<file path="src/rtl/lc3_agu_pkg.sv">
// Shared types and constants for the LC-3 address generation unit.
// Nothing here depends on the LC3_AGU_ACV_EN build option.
package lc3_agu_pkg;

    typedef enum logic [2:0] {
        IDLE     = 3'd0,
        CALC     = 3'd1,
        IND_REQ  = 3'd2,
        IND_WAIT = 3'd3,
        DONE     = 3'd4
    } agu_state_t;

    localparam logic [1:0] ADDR2_ZERO  = 2'd0;
    localparam logic [1:0] ADDR2_OFF6  = 2'd1;
    localparam logic [1:0] ADDR2_OFF9  = 2'd2;
    localparam logic [1:0] ADDR2_OFF11 = 2'd3;

    localparam logic [15:0] SYS_LIMIT_DEF = 16'h3000;
    localparam logic [15:0] DEV_BASE_DEF  = 16'hFE00;

endpackage

</file>
<file path="src/rtl/lc3_agu_sext.sv">
// ADDR2 mux: picks the IR offset field and sign-extends it to WIDTH.
// Assumes WIDTH is at least 12.
module lc3_agu_sext
    import lc3_agu_pkg::*;
#(
    parameter int WIDTH = 16
) (
    input  logic [10:0]      field,
    input  logic [1:0]       sel,
    output logic [WIDTH-1:0] offset
);

    // Offset selection and sign extension
    always_comb begin
        offset = {WIDTH{1'b0}};
        case (sel)
            ADDR2_ZERO:  offset = {WIDTH{1'b0}};
            ADDR2_OFF6:  offset = {{(WIDTH-6){field[5]}}, field[5:0]};
            ADDR2_OFF9:  offset = {{(WIDTH-9){field[8]}}, field[8:0]};
            ADDR2_OFF11: offset = {{(WIDTH-11){field[10]}}, field[10:0]};
            default:     offset = {WIDTH{1'b0}};
        endcase
    end

endmodule

</file>
<file path="src/rtl/lc3_agu.sv">
// LC-3 AGU: registered base + offset adder with optional memory-indirect hop.
// Define LC3_AGU_ACV_EN to compile in the user-mode access-control check.
module lc3_agu
    import lc3_agu_pkg::*;
#(
    parameter int               WIDTH     = 16,
    parameter logic [WIDTH-1:0] SYS_LIMIT = WIDTH'(SYS_LIMIT_DEF),
    parameter logic [WIDTH-1:0] DEV_BASE  = WIDTH'(DEV_BASE_DEF)
) (
    input  logic             clk,
    input  logic             rst_n,
    input  logic             req_valid,
    output logic             req_ready,
    input  logic [15:0]      ir,
    input  logic [WIDTH-1:0] pc,
    input  logic [WIDTH-1:0] base,
    input  logic             addr1_sel,
    input  logic [1:0]       addr2_sel,
    input  logic             indirect,
    input  logic             priv,
    output logic             out_valid,
    input  logic             out_ready,
    output logic [WIDTH-1:0] out_addr,
    output logic             out_acv,
    output logic             mem_req,
    output logic [WIDTH-1:0] mem_addr,
    input  logic             mem_gnt,
    input  logic             mem_rvalid,
    input  logic [WIDTH-1:0] mem_rdata
);

    agu_state_t       state_r, state_n;
    logic [10:0]      field_r;
    logic [WIDTH-1:0] pc_r;
    logic [WIDTH-1:0] base_r;
    logic             addr1_sel_r;
    logic [1:0]       addr2_sel_r;
    logic             indirect_r;
    logic             capture_s;

    logic             req_ready_r, req_ready_n;
    logic             out_valid_r, out_valid_n;
    logic [WIDTH-1:0] out_addr_r, out_addr_n;
    logic             out_acv_r, out_acv_n;
    logic             mem_req_r, mem_req_n;
    logic [WIDTH-1:0] mem_addr_r, mem_addr_n;

    logic [WIDTH-1:0] offset_s;
    logic [WIDTH-1:0] sum_s;
    logic             ptr_acv_s;
    logic             rd_acv_s;
    logic             unused_ir_s;

    assign unused_ir_s = ^ir[15:11];

    lc3_agu_sext #(.WIDTH(WIDTH)) u_sext (
        .field  (field_r),
        .sel    (addr2_sel_r),
        .offset (offset_s)
    );

    // Wraps modulo 2^WIDTH; the carry-out is intentionally dropped
    assign sum_s = (addr1_sel_r ? base_r : pc_r) + offset_s;

`ifdef LC3_AGU_ACV_EN
    logic priv_r;

    // Privilege captured with the rest of the request
    always_ff @(posedge clk or negedge rst_n) begin
        if (!rst_n) begin
            priv_r <= 1'b0;
        end else if (capture_s) begin
            priv_r <= priv;
        end else begin
            priv_r <= priv_r;
        end
    end

    // User mode may touch neither system space nor device space
    always_comb begin
        ptr_acv_s = priv_r && ((sum_s < SYS_LIMIT) || (sum_s >= DEV_BASE));
        rd_acv_s  = priv_r && ((mem_rdata < SYS_LIMIT) || (mem_rdata >= DEV_BASE));
    end
`else
    logic unused_cfg_s;

    assign unused_cfg_s = ^{priv, SYS_LIMIT, DEV_BASE};
    assign ptr_acv_s    = 1'b0;
    assign rd_acv_s     = 1'b0;
`endif

    // Next-state and next-output decode
    always_comb begin
        state_n     = state_r;
        capture_s   = 1'b0;
        req_ready_n = req_ready_r;
        out_valid_n = out_valid_r;
        out_addr_n  = out_addr_r;
        out_acv_n   = out_acv_r;
        mem_req_n   = mem_req_r;
        mem_addr_n  = mem_addr_r;
        case (state_r)
            IDLE: begin
                if (req_valid) begin
                    capture_s   = 1'b1;
                    req_ready_n = 1'b0;
                    state_n     = CALC;
                end else begin
                    req_ready_n = 1'b1;
                end
            end
            CALC: begin
                // A violating pointer is reported as-is and never dereferenced
                if (!indirect_r || ptr_acv_s) begin
                    out_addr_n = sum_s;
                    out_acv_n  = ptr_acv_s;
                    state_n    = DONE;
                end else begin
                    mem_req_n  = 1'b1;
                    mem_addr_n = sum_s;
                    state_n    = IND_REQ;
                end
            end
            IND_REQ: begin
                if (mem_gnt) begin
                    mem_req_n = 1'b0;
                    state_n   = IND_WAIT;
                end else begin
                    mem_req_n = 1'b1;
                end
            end
            IND_WAIT: begin
                if (mem_rvalid) begin
                    out_addr_n = mem_rdata;
                    out_acv_n  = rd_acv_s;
                    state_n    = DONE;
                end else begin
                    state_n = IND_WAIT;
                end
            end
            DONE: begin
                // First DONE cycle raises out_valid; handshake happens after
                if (!out_valid_r) begin
                    out_valid_n = 1'b1;
                end else if (out_ready) begin
                    out_valid_n = 1'b0;
                    req_ready_n = 1'b1;
                    state_n     = IDLE;
                end else begin
                    out_valid_n = 1'b1;
                end
            end
            default: begin
                state_n     = IDLE;
                req_ready_n = 1'b1;
                out_valid_n = 1'b0;
                mem_req_n   = 1'b0;
            end
        endcase
    end

    // State and output registers
    always_ff @(posedge clk or negedge rst_n) begin
        if (!rst_n) begin
            state_r     <= IDLE;
            req_ready_r <= 1'b1;
            out_valid_r <= 1'b0;
            out_addr_r  <= {WIDTH{1'b0}};
            out_acv_r   <= 1'b0;
            mem_req_r   <= 1'b0;
            mem_addr_r  <= {WIDTH{1'b0}};
        end else begin
            state_r     <= state_n;
            req_ready_r <= req_ready_n;
            out_valid_r <= out_valid_n;
            out_addr_r  <= out_addr_n;
            out_acv_r   <= out_acv_n;
            mem_req_r   <= mem_req_n;
            mem_addr_r  <= mem_addr_n;
        end
    end

    // Request capture registers
    always_ff @(posedge clk or negedge rst_n) begin
        if (!rst_n) begin
            field_r     <= 11'd0;
            pc_r        <= {WIDTH{1'b0}};
            base_r      <= {WIDTH{1'b0}};
            addr1_sel_r <= 1'b0;
            addr2_sel_r <= 2'd0;
            indirect_r  <= 1'b0;
        end else if (capture_s) begin
            field_r     <= ir[10:0];
            pc_r        <= pc;
            base_r      <= base;
            addr1_sel_r <= addr1_sel;
            addr2_sel_r <= addr2_sel;
            indirect_r  <= indirect;
        end else begin
            field_r     <= field_r;
            pc_r        <= pc_r;
            base_r      <= base_r;
            addr1_sel_r <= addr1_sel_r;
            addr2_sel_r <= addr2_sel_r;
            indirect_r  <= indirect_r;
        end
    end

    assign req_ready = req_ready_r;
    assign out_valid = out_valid_r;
    assign out_addr  = out_addr_r;
    assign out_acv   = out_acv_r;
    assign mem_req   = mem_req_r;
    assign mem_addr  = mem_addr_r;

endmodule

</file>
<file path="config.mk">
export PLATFORM = sky130hd
export DESIGN_NAME = lc3_agu
export DESIGN_NICKNAME = d
export VERILOG_FILES = /design/src/rtl/lc3_agu_pkg.sv /design/src/rtl/lc3_agu_sext.sv /design/src/rtl/lc3_agu.sv
export SDC_FILE = /design/constraint.sdc
export NUM_CORES = 1
export LEC_CHECK = 0
export BUFFER_PORTS_ARGS = -buffer_cell sky130_fd_sc_hd__buf_2
export CAP_MARGIN = 5
export CORE_MARGIN = 4
export CORE_UTILIZATION = 58
export DETAILED_ROUTE_END_ITERATION = 7
export MAX_ROUTING_LAYER = met4
export PLACE_DENSITY = 0.95
export SYNTH_ARGS = -nofsm -noshare
export SYNTH_HDL_FRONTEND = slang
export SYNTH_SLANG_ARGS = --single-unit
</file>
<file path="constraint.sdc">
create_clock -name clk -period 8.71 [get_ports clk]
set_clock_uncertainty 0.05 [all_clocks]
set_input_delay 2.613 -clock clk [delete_from_list [all_inputs] [get_ports clk]]
set_output_delay 2.613 -clock clk [all_outputs]
set_load 0.02 [all_outputs]
</file>
==> metrics.md <==
| Metric | Value |
|---|---|
| Status | completed |
| Final antenna-violating net count | 0 |
| WP data arrival | approximately 4.3 ns |
| Largest net degree at the start of global routing | 86 |
| Crit Reg-Reg Startpoint | addr1_sel_r$_DFFE_PN0P_ |
| Total wire length | 9590 um |
| Ant. Diodes | 0 |
| Critical Path Fanout Max | 48 |
| Slew margin rel. | roughly 15% |
| Final Critical Period | around 4 ns |
| Async SR Flop Fraction | 100% |
| Die Width | roughly 95 um |
| Initial DRC count | approximately 200 |
| Setup Crit Path Kind | input pin to flip-flop |
| Simple-gate share of the synthesized area | a little over a tenth |
| Max-Cap Viols | 0 |
| Core area | 7330 um^2 |
| Sequential-to-total area share from yosys stat | 48.3% |
| Hold buffer count at cts | 0 |
| Final setup fails | 0 |
| Syn_nets | 498 |
| DRC | 0 |
| Placer Congestion | 0.927 |
| Element type at the critical path end | flip-flop |
| Fill cells | approximately 550 |
| Fin. max-slew vios | 0 |
| Initial Utilization | between 60% and 70% |
| Clock tree buffer depth | 2 |
| Worst-skew pair later-pin latency | around 0.34 ns |
| DP HPWL | about 7300 um |
| Die Ht | between 90 and 100 um |
| CTS root buffer | clkbuf_8 |
| Detailed Routing Iterations Pass 1 | 5 |
| Critical path origin | req_valid |
| Maximum clock frequency | between 0.2 and 0.25 GHz |
| Vias per cell | approximately 5.6 |
| XOR/XNOR share of the synthesized area | 2.78% |
| Synth Area in Compound Gates | 12.9% |
| Area delta synth->final | 17.0% |
| CTS H-Tree Depth | 3 |
| Global-route wire length before repair | between 15,000 and 20,000 um |
| Unrepaired setup endpoints after global routing | no |
| Mapped Cells | ~410 |
| Clk slew on worst S/H paths | approximately 0.080 ns |
| Hold Vio Cnt, Final | 0 |
| Number of global-route vias before repair | ~3.5k |
| Die area | slightly above 9000 um^2 |
| Routed vias | between 3k and 4k |
| Syn Area/Cell | ~11 um^2 |
| Row cnt | 31 |
| Mux contribution to synthesized area | about 17% |
| Largest family of logic cells by synthesized area | multiplexers |
| Antenna violations before repair | 0 |
| Top_reg_cell synth | dfrtp_1 |
| Slew @ Worst Pin | 1.27 ns |
| Total Neg Setup Slack | 0 ns |
| Worst Setup Start Kind | input pin |
| Number of synthesized flops with an enable pin | 0 |
| TritonCTS Buffers | 9 |
| Gr usage total | 23.3% |
| Yosys reg bits | 85 |
| Nets@finish | between 500 and 600 |
| CTS tree | built |
| Gr ovfl total | 0 |
| Post-synthesis adder-cell area fraction | 4.71% |
| Share of post-route cells with drive strength above 1 | approximately 38% |
| Ys Warns | 0 |
| Post-synthesis cell type count | 45 |
| Worst Hold Class | flip-flop to flip-flop |
| DR WL/cell | between 15 and 20 um |
| CP Data Required Time | 8.89 ns |
| Hold_sp | out_addr[2]$_DFFE_PN0P_ |
| Post CTS Setup Buffer Count | 0 |
| TritonCTS Sinks | 85 |
| Period utilization | 46.7% |
| Synthesized area | 4410 um^2 |
| IO Pins | about 110 |
| PortBufs | approximately 100 |
| CTS resizes | 0 |
## per-layer routing
layer	track usage [%]	share of wire (%)	up-vias
met5	-	0	-
met4	9.98	1.8	0
met3	3.47	6.5	18
met2	36.0	46	124
met1	30.6	45	1649
li1	-	-	1631
## sequential cells by signal, indices dropped and copies added (netlist names)
name         flops
base_r          16
mem_addr        16
out_addr        16
pc_r            16
field_r         11
state_r          3
addr2_sel_r      2
addr1_sel_r      1
indirect_r       1
mem_req          1
out_valid        1
req_ready        1
## critical path, cell delays in order
cell and delay, ns:
buf_2 0.07, nand2_1 0.11, nor2_4 0.98, mux2_2 0.44
## layout make-up
class	count	area (um^2)	share of cell area, %
multi-input cells	294	2160	41.8
clock buffers	12	145	2.81
flip-flops and latches	85	2130	41.2
inverters	11	41.3	0.800
repair buffers	103	518	10.0
clock inverters	4	47.5	0.921
well taps	99	124	2.40
## final timing paths
kind | cells past startpoint | endpoint | slack, ns
setup / recovery | 4 | field_r[6]$_DFFE_PN0P_ | 4.64
hold / removal | 2 | out_addr[2]$_DFFE_PN0P_ | 0.43
setup reg to reg | 10 | out_addr[12]$_DFFE_PN0P_ | 5.43
hold reg to reg | 2 | out_addr[2]$_DFFE_PN0P_ | 0.43
max in group asynchronous | 1 | out_addr[0]$_DFFE_PN0P_ | 5.57
min in group asynchronous | 1 | pc_r[10]$_DFFE_PN0P_ | 2.39
## placed cells by master, fill, tap and decap left out, drive strengths merged, types with 11 or more instances in the layout
master and instances:
dfrtp 84, ha 15, nor2b 11, a21oi 23
inv 11, nand2 46, buf 103, clkbuf 12
nand3 12, mux2 65, o21ai 30, nor2 24
## metrics by stage
| stage | instance area (um^2) | util [%] | instances | hold slack (ns) | setup WS, ns |
|---|---|---|---|---|---|
| 2_1_floorplan | 4410 | - | 407 | 0.423 | 5.01 |
| 3_3_place_gp | 4970 | 67.8 | 592 | 0.406 | 4.39 |
| 3_5_place_dp | 4970 | 67.8 | 592 | 0.419 | 4.29 |
| 4_1_cts | 5160 | 70.4 | 608 | 0.435 | 4.67 |
| 5_1_grt | 5160 | 70.4 | 608 | 0.470 | 4.58 |
| 6_report | 5160 | 70.4 | 608 | 0.432 | 4.64 |
## cells by family after synthesis
group	count (synthesis)
AOI/OAI and AO/OA	87
xor gates and xnor gates	14
adders and majority gates	16
buffers and inverters	28
DFF	85
muxes	68
other	1
and+or+nand+nor	108
## cells in the mapped netlist (2+ instances only)
| master | number | area share (%) |
|---|---|---|
| clkbuf_1 | 4 | 0.34 |
| nor2_1 | 24 | 2.0 |
| nand2_1 | 46 | 3.9 |
| a211oi_1 | 4 | 0.68 |
| nand3_1 | 12 | 1.4 |
| or3_1 | 2 | 0.28 |
| a21oi_1 | 22 | 2.5 |
| o211ai_2 | 2 | 0.57 |
| xor2_1 | 6 | 1.2 |
| o21a_1 | 4 | 0.68 |
| a21o_1 | 6 | 1.0 |
| o21ai_0 | 21 | 2.4 |
| xnor2_1 | 8 | 1.6 |
| buf_2 | 8 | 0.91 |
| a22oi_1 | 2 | 0.34 |
| nand3b_1 | 2 | 0.34 |
| and2_1 | 2 | 0.28 |
| ha_1 | 15 | 4.3 |
| dfrtp_1 | 84 | 48 |
| and3_1 | 4 | 0.57 |
| mux2i_1 | 3 | 0.68 |
| a31oi_1 | 6 | 0.85 |
| inv_1 | 11 | 0.94 |
| buf_4 | 3 | 0.51 |
| o21ai_1 | 9 | 1.0 |
| mux2_2 | 65 | 17 |
| nor2b_1 | 11 | 1.6 |
| nor3_1 | 4 | 0.45 |
Power is not shown: default switching activity piles up to over one toggle a cycle in this logic, so the estimate is an artifact.
